==> config.mk <==
export PLATFORM = sky130hd
export DESIGN_NAME = rptr_empty
export DESIGN_NICKNAME = d
export VERILOG_FILES = /design/src/rtl/rptr_empty_pkg.sv /design/src/rtl/rptr_empty_gray2bin.sv /design/src/rtl/rptr_empty.sv
export SDC_FILE = /design/constraint.sdc
export NUM_CORES = 1
export LEC_CHECK = 0
export ABC_CLOCK_PERIOD_IN_PS = 5400
export CORE_UTILIZATION = 51
export DETAILED_ROUTE_END_ITERATION = 6
export PLACE_DENSITY = 0.87
export SLEW_MARGIN = 20
export SYNTH_ARGS = -nofsm -noshare
export SYNTH_HDL_FRONTEND = slang
export SYNTH_SLANG_ARGS = --single-unit
==> constraint.sdc <==
create_clock -name rclk -period 5.4 [get_ports rclk]
set_clock_uncertainty 0.2 [all_clocks]
set_input_delay 0.54 -clock rclk [delete_from_list [all_inputs] [get_ports rclk]]
set_output_delay 0.54 -clock rclk [all_outputs]
set_load 0.05 [all_outputs]
==> src/rtl/rptr_empty_pkg.sv <==
// rtl/rptr_empty_pkg.sv - shared async FIFO pointer helpers and reset constants
package rptr_empty_pkg;

  localparam int FIFO_ASIZE_DEFAULT = 4;
  // Widest pointer supported (ASIZE up to 12 plus the lap bit)
  localparam int GRAY_MAX_W = 13;

  localparam logic RST_EMPTY        = 1'b1;
  localparam logic RST_ALMOST_EMPTY = 1'b1;
  localparam logic RST_UNDERFLOW    = 1'b0;

  function automatic logic [GRAY_MAX_W-1:0] gray_encode(input logic [GRAY_MAX_W-1:0] bin);
    return bin ^ (bin >> 1);
  endfunction

  function automatic logic [GRAY_MAX_W-1:0] gray_decode(input logic [GRAY_MAX_W-1:0] gray);
    logic [GRAY_MAX_W-1:0] bin;
    bin[GRAY_MAX_W-1] = gray[GRAY_MAX_W-1];
    for (int i = GRAY_MAX_W - 2; i >= 0; i--) begin
      bin[i] = bin[i+1] ^ gray[i];
    end
    return bin;
  endfunction

endpackage

==> src/rtl/rptr_empty_gray2bin.sv <==
// rtl/rptr_empty_gray2bin.sv - combinational Gray-to-binary converter of width N
module rptr_empty_gray2bin #(
  parameter int N = 5
) (
  input  logic [N-1:0] gray,
  output logic [N-1:0] bin
);

  // Each binary bit is the XOR of its Gray bit and every bit above it
  for (genvar i = 0; i < N; i++) begin : g_bit
    assign bin[i] = ^(gray >> i);
  end

endmodule

==> src/rtl/rptr_empty.sv <==
// rtl/rptr_empty.sv - read-domain pointer, empty/almost-empty, occupancy and underflow
module rptr_empty
  import rptr_empty_pkg::*;
#(
  parameter int ASIZE     = FIFO_ASIZE_DEFAULT,
  parameter int AE_THRESH = 2
) (
  input  logic             rclk,
  input  logic             rrst,
  input  logic             rinc,
  input  logic [ASIZE:0]   rs_wptr,
  output logic [ASIZE-1:0] raddr,
  output logic [ASIZE:0]   rptr,
  output logic             rempty,
  output logic             ralmost_empty,
  output logic [ASIZE:0]   rcount,
  output logic             runderflow
);

  localparam int PW = ASIZE + 1;
  localparam logic [ASIZE:0] AE_LIMIT = PW'(AE_THRESH);

  logic [ASIZE:0] rbin;
  logic [ASIZE:0] rbin_next;
  logic [ASIZE:0] rgray_next;
  logic [ASIZE:0] wbin_s;
  logic [ASIZE:0] occ_next;
  logic           rd_ok;

  rptr_empty_gray2bin #(.N(PW)) u_wptr_g2b (
    .gray (rs_wptr),
    .bin  (wbin_s)
  );

  assign rd_ok      = rinc & ~rempty;
  assign rbin_next  = rbin + PW'(rd_ok);
  assign rgray_next = PW'(gray_encode(GRAY_MAX_W'(rbin_next)));
  // Flags look at the post-read pointer so the last read shows empty on the next edge
  assign occ_next   = wbin_s - rbin_next;
  assign raddr      = rbin[ASIZE-1:0];

  always_ff @(posedge rclk) begin
    if (rrst) begin
      rbin          <= '0;
      rptr          <= '0;
      rempty        <= RST_EMPTY;
      ralmost_empty <= RST_ALMOST_EMPTY;
      rcount        <= '0;
      runderflow    <= RST_UNDERFLOW;
    end else begin
      rbin          <= rbin_next;
      rptr          <= rgray_next;
      rempty        <= (rgray_next == rs_wptr);
      ralmost_empty <= (occ_next <= AE_LIMIT);
      rcount        <= occ_next;
      runderflow    <= runderflow | (rinc & rempty);
    end
  end

endmodule

==> Yosys cells after proc, flatten, opt, wreduce, memory -nomap -nowiden <==
Index checks and enable logic that the tools add are counted.
{ "classes": {"bitwise": 5, "eq_ne": 1, "reduce_logical": 5, "order_cmp": 1, "addsub": 2} }
{ "ops": {"columns": ["op", "count"], "rows": [
  ["5-bit parity", 5],
  ["5-bit by 1-bit adder with 5-bit output", 1],
  ["5-bit == test", 1],
  ["5-bit by 2-bit <= comparator with 1-bit output, second input constant", 1],
  ["5-bit subtractor", 1],
  ["5-bit by 4-bit XOR with 5-bit output", 1],
  ["1-bit bitwise AND", 2],
  ["1-bit NOT", 1],
  ["1-bit OR", 1]
]} }
{ "word_totals": {"output_inout_bits": 17, "wordCells": 20, "in_bits": 8, "ff_bits": 18} }

==> Logic depth before layout (Yosys ltp) <==
{ "logic_depth": {"depth_word": 5, "ltp_mapped": 11, "depth_no_buf": 10} }

==> Cells and area by module <==
From an unflattened synthesis, not the netlist that was laid out.
{ "unflattened": {"cells_unflattened": 101, "area_unflattened_um2": 1018.5} }
{ "by_module_without_submodules": {"columns": ["mod", "cells_per_inst", "seq_area_each_um2", "n_inst", "area_each_um2"], "rows": [
  ["rptr_empty", 95, 340.3, 1, 945.9],
  ["rptr_empty_gray2bin", 6, 0.0, 1, 72.6]
]} }

==> Least setup slack after synthesis <==
No wires, ideal clock.
{ "synth_path": {"kind": "input to register", "startpoint": "input rs_wptr[4]", "endpoint": "register ralmost_empty", "path_stages": 11, "path_slack_ps": 2342, "path_buffers": 1, "t_required_ps": 5100, "arrival_time_ps": 2758, "setup_time_ps": 100, "cell_sequence": "buf_2 > xor2_2 > xnor2_1 > xnor2_1 > ha_1 > inv_1 > ha_1 > o211a_1 > a211o_1 > a22o_1 > a2111oi_4"} }
{ "synth_between": {"elab_chain_cells": 3, "word_cells_on_any_way": 7, "classes_between": "add/sub (1); order compare (1); reduce/logical (5)"} }
{ "synth_rtl": {"columns": ["item", "line", "rtl"], "rows": [
  ["start, declared", "rptr_empty.sv:11", "input logic [ASIZE:0] rs_wptr,"],
  ["5-bit parity", "rptr_empty_gray2bin.sv:11", "assign bin[i] = ^(gray >> i);"],
  ["5-bit subtractor (*)", "rptr_empty.sv:39", "assign occ_next = wbin_s - rbin_next;"],
  ["5-bit by 2-bit <= comparator with 1-bit output (*)", "rptr_empty.sv:54", "ralmost_empty <= (occ_next <= AE_LIMIT);"],
  ["end signal, assigned", "rptr_empty.sv:54", null],
  ["end, declared", "rptr_empty.sv:15", "output logic ralmost_empty,"]
]} }
Every way passes the cells marked *; elsewhere a longest branch is shown, timed or not.
A chain may end at the register's enable or synchronous reset.

==> Final worst setup path <==
Same ends and word-level chain as after synthesis.

==> results.cfg <==
[logic_synthesis]
synth_edf_count = 0
yosys.cell_types.count = 34
synth.area.top_cells = dfxtp_1, xnor2_1, ha_1, nor2_1, xor2_1
seq_area_frac_synth_pct = 34.8
synth_area_um2 = 977
synth_cells = 105
synth_top_family_by_area = XOR/XNOR gates
synthFlopType = dfxtp_1
synthXorXnorAreaFrac_pct = 22.2
yosysWarnings = 0
synth_fp_nets = 118
synth_area_leader_cell = dfxtp_1
synthAdderAreaFrac_pct = 6.40
synth_mux_area_share_pct = 1.02
syn_avg_cell_area_um2 = 9.31
synth_simple_gate_area_share_pct = 14.2
ys_ff_latch = 17
yosysTopAreaCellShare_pct = 34.8
synthArstFlopShare_pct = 0
synth_compound_area_share_pct = 17.8

[floorplanning]
die_w_um = 45.8
die_area_mm2 = 0.00209
initial_core_util_pct = 55.4
core_area_mm2 = 0.00176
rows = 15
io_pins = 25
die_h_um = 45.8

[grt]
grt_antenna_before_repair = 0
first_global_vias = 657
grt_first_pass_wirelength_um = 2850
grt_max_degree = 18
globalRouteTotalUtil_pct = 20.1
grt-ovfl-total = 0

[finish]
drive_gt1_share_pct = 9.30
diodes = 0
fillers = 162
nets = 143
syn_to_final_growth_pct = 29.3
final_cells = 154
layout_commonest_cell = clkdlybuf4s50_1
final_cell_mix = clkdlybuf4s50_1, dfxtp_1, xnor2_1, nor2_1
post-route-util_pct = 71.6

[power]
p_leak_nw = 0.491
peakVddDrop_mv = 0.276
total_power_w = 0.000379
power.density_mw_per_mm2 = 300

[setup_path]
slowest_delay_ps = 630
required_ps = 5400
path_class = input pin to flip-flop
cp_slowest_cell = clkdlybuf4s50_1
crit_cells = 11
endpoint_kind = flip-flop
critical_path.startpoint_type = input pin
cp.buffers_inverters = 2
crit_chain = clkdlybuf4s50_1 > xor2_2 > xnor2_1 > xnor2_1 > ha_1 > inv_1 > ha_1 > o211a_1 > a211o_1 > a22o_1 > a2111oi_4
r2r_cells = 9
critPathTopFamily = compound AO/OA/AOI/OAI gates
critPathArrivalTime_ps = 3460
cp_max_fo = 6

[route]
routed_wl_um = 1960
ant_nets = 0
drc = 0
drtIter0Drc = 15
wl_per_cell_um = 12.7
vias = 820
avgViaCountPerCell = 5.32
drtPass1Iterations = 4

[clock_tree]
clock_path_buffers = 2
ctsHoldBuffers = 0
postCtsSetupBuffers = 0
cts_resized = 0
clock_sink_count = 17
cts_buffers = 3
clk_pin_slew_ps = 100
insertion_delay_ps = 300
cts_tree = done
cts.root.buffer_cell = clkbuf_4
htree_num_levels = 1

[timing]
clock.fmax_ghz = 0.289
setup_violations = 0
hold_viol = 0
rsz0062_at_grt = false
min_period_ps = 3460
setup_tns_ps = 0
max_slew_margin_pct = 58.5
tightest_slew_ps = 621
min_period_over_period_pct = 64.1
slew_violations = 0

[placed_design]
place_congestion = 0.806
dp.cells = 150
numPortBuffers = 24
hpwl_um = 1520

[min_path]
hold_path_depth = 2
min_path_type = flip-flop to flip-flop

[outcome]
status = complete, no violations

[flow_run]
maxCapViolCount = 0
[routing by layer]
metal	track usage (%)	routed length, um	share of wire [%]	vias to the layer above
met5	0	0	0	-
met4	10.6	53	2.7	0
met3	5.95	82	4.2	9
met2	31.4	932	48	27
met1	24.9	891	46	381
li1	-	-	-	403
[worst min-delay path: cells and delay by family (launching register included)]
family / cells / cell delay (ps)
AO/OA/AOI/OAI: 1 / 40
AND/OR/NAND/NOR: 1 / 70
flip-flops: 1 / 340
[report_power, final]
part           internal (W)  leakage [nW]  switching [W]   total, W
Combinational     0.0000658         0.334       0.000101   0.000167
Clock             0.0000276        0.0177      0.0000413  0.0000689
Sequential         0.000139         0.140     0.00000446   0.000144
[path summary, 6_finish.rpt]
| check | from | to | slack [ps] |
|---|---|---|---|
| setup reg to reg | rempty | ralmost_empty | 2490 |
| hold / removal | runderflow | runderflow | 290 |
| hold reg to reg | runderflow | runderflow | 290 |
| setup / recovery | rs_wptr[4] | ralmost_empty | 1940 |
[sequential cells by signal, summed over array words and instances (netlist names)]
register,cells
rcount,5
rempty,1
rbin,4
ralmost_empty,1
runderflow,1
rptr,5
[logic make-up (layout without fill, tap and decap cells)]
logic type	after synthesis	after routing
AO/OA/AOI/OAI	20	20
XOR/XNOR	23	23
adder cells (fa/ha/maj)	5	5
buffers and inverters	9	33
flip-flops	17	17
multiplexers	1	1
AND/OR/NAND/NOR	30	30
[Yosys cell counts (2+ instances only)]
master,instances
dfxtp_1,17
nor2_1,16
xnor2_1,16
ha_1,5
xor2_1,5
inv_1,4
clkbuf_1,3
nand3_1,3
nor2b_1,3
o211ai_1,3
a211oi_1,2
a21o_1,2
a21oi_1,2
and3_1,2
nand2_1,2
o21ai_0,2
[through the flow]
stage               setup WS, ps  hold WS [ps]  area (um2)
finish                      1940           285        1260
global route                1830           321        1260
CTS                         1980           297        1260
detailed placement          1680           272        1240
global placement            1830           249        1240
floorplan                   2340           481         977
[layout make-up]
| class | instances | area (um2) | share of cell area (%) |
|---|---|---|---|
| Multi-Input combinational cell | 79 | 602 | 47.6 |
| Sequential cell | 17 | 340 | 26.9 |
| Timing Repair Buffer | 25 | 248 | 19.6 |
| Tap cell | 25 | 31.3 | 2.48 |
| Clock buffer | 3 | 22.5 | 1.78 |
| Inverter | 4 | 15.0 | 1.19 |
| Clock inverter | 1 | 5.00 | 0.396 |
No activity file was read; power rests on OpenSTA's default activity.
